**config.mk**
```make
export PLATFORM = sky130hd
export DESIGN_NAME = uart_tx_feeder
export DESIGN_NICKNAME = d
export VERILOG_FILES = /design/src/rtl/uart_tx_feeder.sv
export SDC_FILE = /design/constraint.sdc
export NUM_CORES = 1
export LEC_CHECK = 0
export BUFFER_PORTS_ARGS = -buffer_cell sky130_fd_sc_hd__buf_2
export CAP_MARGIN = 25
export CORE_ASPECT_RATIO = 0.75
export CORE_MARGIN = 3
export CORE_UTILIZATION = 45
export CTS_BUF_LIST = sky130_fd_sc_hd__clkbuf_2 sky130_fd_sc_hd__clkbuf_4 sky130_fd_sc_hd__clkbuf_8
export DETAILED_ROUTE_END_ITERATION = 6
export GPL_ROUTABILITY_DRIVEN = 1
export MAX_ROUTING_LAYER = met4
export PLACE_DENSITY = 0.72
export SKIP_CTS_REPAIR_TIMING = 1
export SYNTH_ARGS = -nofsm -noshare
export SYNTH_HDL_FRONTEND = slang
export SYNTH_SLANG_ARGS = --single-unit
```
**constraint.sdc**
```tcl
create_clock -name i_clk -period 6.7 [get_ports i_clk]
set_clock_uncertainty 0.05 [all_clocks]
set_input_delay 0.67 -clock i_clk [delete_from_list [all_inputs] [get_ports i_clk]]
set_output_delay 0.67 -clock i_clk [all_outputs]
set_load 0.01 [all_outputs]
```
**src/rtl/uart_tx_feeder.sv**
```systemverilog
// uart_tx_feeder: byte FIFO plus issue controller in front of the UART transmitter.
// Producers push bytes at any rate; the feeder hands one byte at a time to the
// transmitter and waits for its done pulse before handing over the next one.
// A write into a full FIFO is dropped and recorded in a sticky overflow flag.
module uart_tx_feeder #(
  parameter int DEPTH  = 16,
  parameter int ADDR_W = 4
) (
  input  logic              i_clk,
  input  logic              i_rst,
  input  logic              i_wr_dv,
  input  logic [7:0]        i_wr_byte,
  input  logic              i_clr_ovf,
  output logic              o_full,
  output logic              o_empty,
  output logic [ADDR_W:0]   o_count,
  output logic              o_overflow,
  output logic              o_tx_dv,
  output logic [7:0]        o_tx_byte,
  input  logic              i_tx_active,
  input  logic              i_tx_done
);

  typedef enum logic [1:0] {
    ST_IDLE      = 2'd0,
    ST_ISSUE     = 2'd1,
    ST_WAIT_DONE = 2'd2
  } state_t;

  localparam logic [ADDR_W:0]   CNT_DEPTH = (ADDR_W+1)'(DEPTH);
  localparam logic [ADDR_W:0]   CNT_ZERO  = {(ADDR_W+1){1'b0}};
  localparam logic [ADDR_W:0]   CNT_ONE   = {{ADDR_W{1'b0}}, 1'b1};
  localparam logic [ADDR_W-1:0] PTR_ZERO  = {ADDR_W{1'b0}};
  localparam logic [ADDR_W-1:0] PTR_ONE   = {{(ADDR_W-1){1'b0}}, 1'b1};

  state_t            state_r;
  logic [7:0]        mem_r [DEPTH];
  logic [ADDR_W-1:0] wr_ptr_r;
  logic [ADDR_W-1:0] rd_ptr_r;
  logic [ADDR_W:0]   count_r;
  logic [ADDR_W:0]   count_next_s;
  logic              full_s;
  logic              wr_ok_s;
  logic              drop_s;
  logic              pop_s;
  logic              unused_tx_active_s;

  // Transmitter activity is informational only; it never gates the handshake.
  assign unused_tx_active_s = i_tx_active;

  // Accept/drop/pop decisions and next occupancy, all from the registered count.
  always_comb begin
    full_s       = (count_r == CNT_DEPTH);
    wr_ok_s      = i_wr_dv && !full_s;
    drop_s       = i_wr_dv && full_s;
    pop_s        = (state_r == ST_IDLE) && (count_r != CNT_ZERO);
    count_next_s = count_r;
    if (wr_ok_s && !pop_s) begin
      count_next_s = count_r + CNT_ONE;
    end else if (!wr_ok_s && pop_s) begin
      count_next_s = count_r - CNT_ONE;
    end else begin
      count_next_s = count_r;
    end
  end

  // Storage array; no reset because stale entries are never read past count.
  always_ff @(posedge i_clk) begin
    if (wr_ok_s) begin
      mem_r[wr_ptr_r] <= i_wr_byte;
    end
  end

  // Pointers, occupancy, registered flags and the sticky overflow bit.
  always_ff @(posedge i_clk or negedge i_rst) begin
    if (!i_rst) begin
      wr_ptr_r   <= PTR_ZERO;
      rd_ptr_r   <= PTR_ZERO;
      count_r    <= CNT_ZERO;
      o_count    <= CNT_ZERO;
      o_full     <= 1'b0;
      o_empty    <= 1'b1;
      o_overflow <= 1'b0;
    end else begin
      if (wr_ok_s) begin
        wr_ptr_r <= wr_ptr_r + PTR_ONE;
      end
      if (pop_s) begin
        rd_ptr_r <= rd_ptr_r + PTR_ONE;
      end
      count_r <= count_next_s;
      o_count <= count_next_s;
      o_full  <= (count_next_s == CNT_DEPTH);
      o_empty <= (count_next_s == CNT_ZERO);
      // A drop in the same cycle as a clear leaves the flag set.
      if (drop_s) begin
        o_overflow <= 1'b1;
      end else if (i_clr_ovf) begin
        o_overflow <= 1'b0;
      end
    end
  end

  // Issue FSM: one strobe per byte, then hold off until the transmitter is done.
  always_ff @(posedge i_clk or negedge i_rst) begin
    if (!i_rst) begin
      state_r   <= ST_IDLE;
      o_tx_dv   <= 1'b0;
      o_tx_byte <= 8'h00;
    end else begin
      case (state_r)
        ST_IDLE: begin
          if (pop_s) begin
            o_tx_dv   <= 1'b1;
            o_tx_byte <= mem_r[rd_ptr_r];
            state_r   <= ST_ISSUE;
          end else begin
            o_tx_dv <= 1'b0;
          end
        end
        ST_ISSUE: begin
          // A done pulse here belongs to no byte of ours and is ignored.
          o_tx_dv <= 1'b0;
          state_r <= ST_WAIT_DONE;
        end
        ST_WAIT_DONE: begin
          o_tx_dv <= 1'b0;
          if (i_tx_done) begin
            state_r <= ST_IDLE;
          end
        end
        default: begin
          o_tx_dv <= 1'b0;
          state_r <= ST_IDLE;
        end
      endcase
    end
  end

endmodule
```
==> impl_summary.md <==
Status
The run finished with clean final reports.

Timing
The final period demand of the worst path is 2.805 ns. The accumulated negative setup slack is 0 ns. Setup repair after global routing left no endpoint under its margin. The setup slack after layout is 3.895 ns. Static timing analysis puts the maximum clock frequency at 356.5 MHz.

The final count of pins violating max slew is 0. Setup violations remaining at the end of the flow were counted as 0. Measured against its own limit, the worst slew margin works out to 41.51%. The final worst-path cycle share is 41.87%. Final hold analysis gives a worst-case slack of 0.1917 ns. At the pin with the least slew margin, the transition time is 0.8741 ns.

The final hold violation count was 0.

Floorplan
Measured along the x axis, the die boundary spans 141.4 µm. The effective utilization at floorplan is 46.85%. The area enclosed by the die boundary is 0.01520 mm². The vertical die dimension is 107.5 µm. The floorplan has 36 rows. The boundary pin count is 31.

After floorplanning, the core was sized to cover 0.01320 mm².

Critical path
The type of origin of the critical path is a register. The critical path in this run is classified as reg -> reg. In this design, the stage delay of the slowest critical-path cell is 0.51 ns. Traced cell by cell, the critical path runs through inv_1, ha_1, or3b_4, o21ai_4, inv_2, or4_1, o311a_1, nor4_1. The largest delay contributor family on the critical path is simple AND/OR/NAND/NOR gates. Counting both buffers and inverters, the worst setup path holds a total of 2.

STA classifies the critical path endpoint as a register. Data arrives at the worst endpoint at 3.10 ns. The highest net fanout along the worst path is 14. The required time of the critical path is 6.99 ns. On the critical path, the stage with the largest delay is an instance of sky130_fd_sc_hd__or4_1.

CTS
The number of buffers between clock root and the deepest sink is 2. The CTS tree is done. CTS built an H-tree with a depth of 4. After clock tree synthesis, the clock-pin slew on the worst setup and hold paths is 0.08 ns. The root buffer cell chosen for the clock tree is sky130_fd_sc_hd__clkbuf_8.

The clock latency on the worst-skew pair is 0.44 ns. The number of clock buffers added by TritonCTS is 17. The count of clock tree sinks is 155.

Power
The maximum ir drop on the vdd rail is 280.7 µV. The total power divided by cell area is 413.5 mW/mm². For this design the static power due to leakage is 2.418 nW. The post-route total power is 2.853 mW.

Place
After legalization and detailed placement, the total HPWL measured 7239 µm. The worst setup slack after placement is 3.893 ns. The cell area after placement is 0.006519 mm². The final weighted congestion in routability-driven placement is 0.7760. Buffers placed on the I/O ports in this run total 29.

Routing
In this run, the number of DRC markers left after iteration 0 of detailed routing was 264. The routed via count is 3,063. The routed wire length is 11,670 µm. The detail-routed via count per cell is 5.559. The wire length per cell after detailed routing is 21.17 µm.

The detail route stage leaves a number of antenna-violating nets equal to 0. The number of search-and-repair iterations in the first detailed-routing pass is 5. After detailed routing, the number of remaining DRC violations is 0.

Synth
Yosys printed 0 warnings. The number of flops mapped to enable cells by yosys is 128. Sequential elements use 73.11% of the synthesized area. Synthesis produced a netlist with a net count of 350.

The gate count of the mapped netlist is 329. For this run, asynchronously set or reset flops after synthesis account for 17.42%. After synthesis the cells add up to 0.006183 mm².

The register bit total from synthesis is 155. The main flop type after synthesis is sky130_fd_sc_hd__edfxtp_1. Each instance of the synthesized netlist takes up on average 18.79 µm².

The number of different library cells in the post-synthesis netlist is 37.

Finish
The most common cell after layout, fill and taps aside is sky130_fd_sc_hd__edfxtp_1. The antenna cell count is 0. The area added between synthesis and finish is 11.57%. The number of nets in the final layout is 388. In the layout the commonest cells are sky130_fd_sc_hd__edfxtp_1 (128), sky130_fd_sc_hd__mux4_2 (32), sky130_fd_sc_hd__buf_2 (29).

The fraction of final layout cells sized beyond drive strength 1 is 27.37%. After routing the design area is 0.006899 mm².

GRT
The initial antenna violation count was 0. The number of global-route vias before repair is 3,173. The global routing usage summed across all routing layers is 17.12%.

The largest net degree at the start of global routing is 36. The total grt overflow is 0. The first global-routing pass estimated 18,370 µm of wire.

Hold path
The tightest min-delay check is of the in -> async type.

Job
The tool flagged a number of max-cap violations equal to 0.
-- layer usage --
metal	global-route usage, %	wire, µm
met2	25.29	5453
met5	-	0
met1	24.06	5305
met3	3.730	771
met4	5.602	136
-- cell type report --
class,instances,area [µm²]
fill,1045,6299
sequential,155,4522
multi-input combinational,144,1544
clock buffer,19,249.0
timing repair buffer,36,217.7
tap,171,214.0
clock inverter,13,103.9
inverter,13,48.80
-- registers in the layout (all words and copies together) (netlist names) --
| name | count |
|---|---|
| mem_r | 128 |
| o_tx_byte | 8 |
| count_r | 5 |
| rd_ptr_r | 4 |
| wr_ptr_r | 4 |
| state_r | 2 |
| o_empty | 1 |
| o_full | 1 |
| o_overflow | 1 |
| o_tx_dv | 1 |
-- through the flow --
step | cells | utilization (%)
after global placement | 518 | 49.39
after CTS | 550 | 52.07
after global routing | 551 | 52.28
after detailed placement | 518 | 49.39
final | 551 | 52.28
after floorplan | 329 | -
-- synth_stat cells (all sizes together) (4+ instances only) --
cell | number | area (µm²)
edfxtp | 128 | 3844
mux4 | 32 | 720.7
dfrtp | 26 | 650.6
mux2i | 16 | 160.2
inv | 13 | 48.79
nand2 | 13 | 48.80
clkbuf | 11 | 41.29
xnor2 | 10 | 87.58
and2 | 9 | 56.30
o22ai | 9 | 56.30
a21o | 7 | 52.55
ha | 7 | 87.58
nor2 | 7 | 26.28
nor4 | 7 | 43.79
buf | 6 | 28.77
nand4 | 4 | 25.02
-- power breakdown --
| group | leakage, nW | switching, mW | internal [mW] | total (mW) |
|---|---|---|---|---|
| Clock | 0.171 | 0.334 | 0.296 | 0.630 |
| Combinational | 0.763 | 0.479 | 0.425 | 0.905 |
| Sequential | 1.49 | 0.115 | 1.20 | 1.32 |
| Total | 2.42 | 0.928 | 1.92 | 2.85 |
-- worst paths after layout --
| path | startpoint | end | slack, ns | cells after the start |
|---|---|---|---|---|
| min in group i_clk | i_clr_ovf | o_overflow$_DFFE_PN0P_ | 0.37 | 2 |
| max in group asynchronous | i_rst | rd_ptr_r[0]$_DFFE_PN0P_ | 5.95 | 1 |
| worst min-delay path | i_rst | wr_ptr_r[1]$_DFFE_PN0P_ | 0.19 | 1 |
| worst max-delay path | count_r[0]$_DFF_PN0_ | o_full$_DFF_PN0_ | 3.89 | 8 |
| worst min register to register | o_tx_byte[4]$_DFFE_PN0P_ | o_tx_byte[4]$_DFFE_PN0P_ | 0.43 | 1 |
| worst max register to register | count_r[0]$_DFF_PN0_ | o_full$_DFF_PN0_ | 3.89 | 8 |
-- kinds of logic (layout without fill, tap and decap cells) --
| family | Yosys count | count (layout) | share of synthesized area (%) |
|---|---|---|---|
| AO/OA/AOI/OAI | 27 | 27 | 3.238 |
| XOR/XNOR | 10 | 10 | 1.416 |
| adder cells (fa/ha/maj) | 7 | 7 | 1.416 |
| buffers and inverters | 30 | 81 | 1.922 |
| flip-flops | 155 | 155 | 73.11 |
| multiplexers | 49 | 49 | 14.43 |
| AND/OR/NAND/NOR | 51 | 51 | 4.472 |
Note: power is estimated with default switching activity, not from simulation.
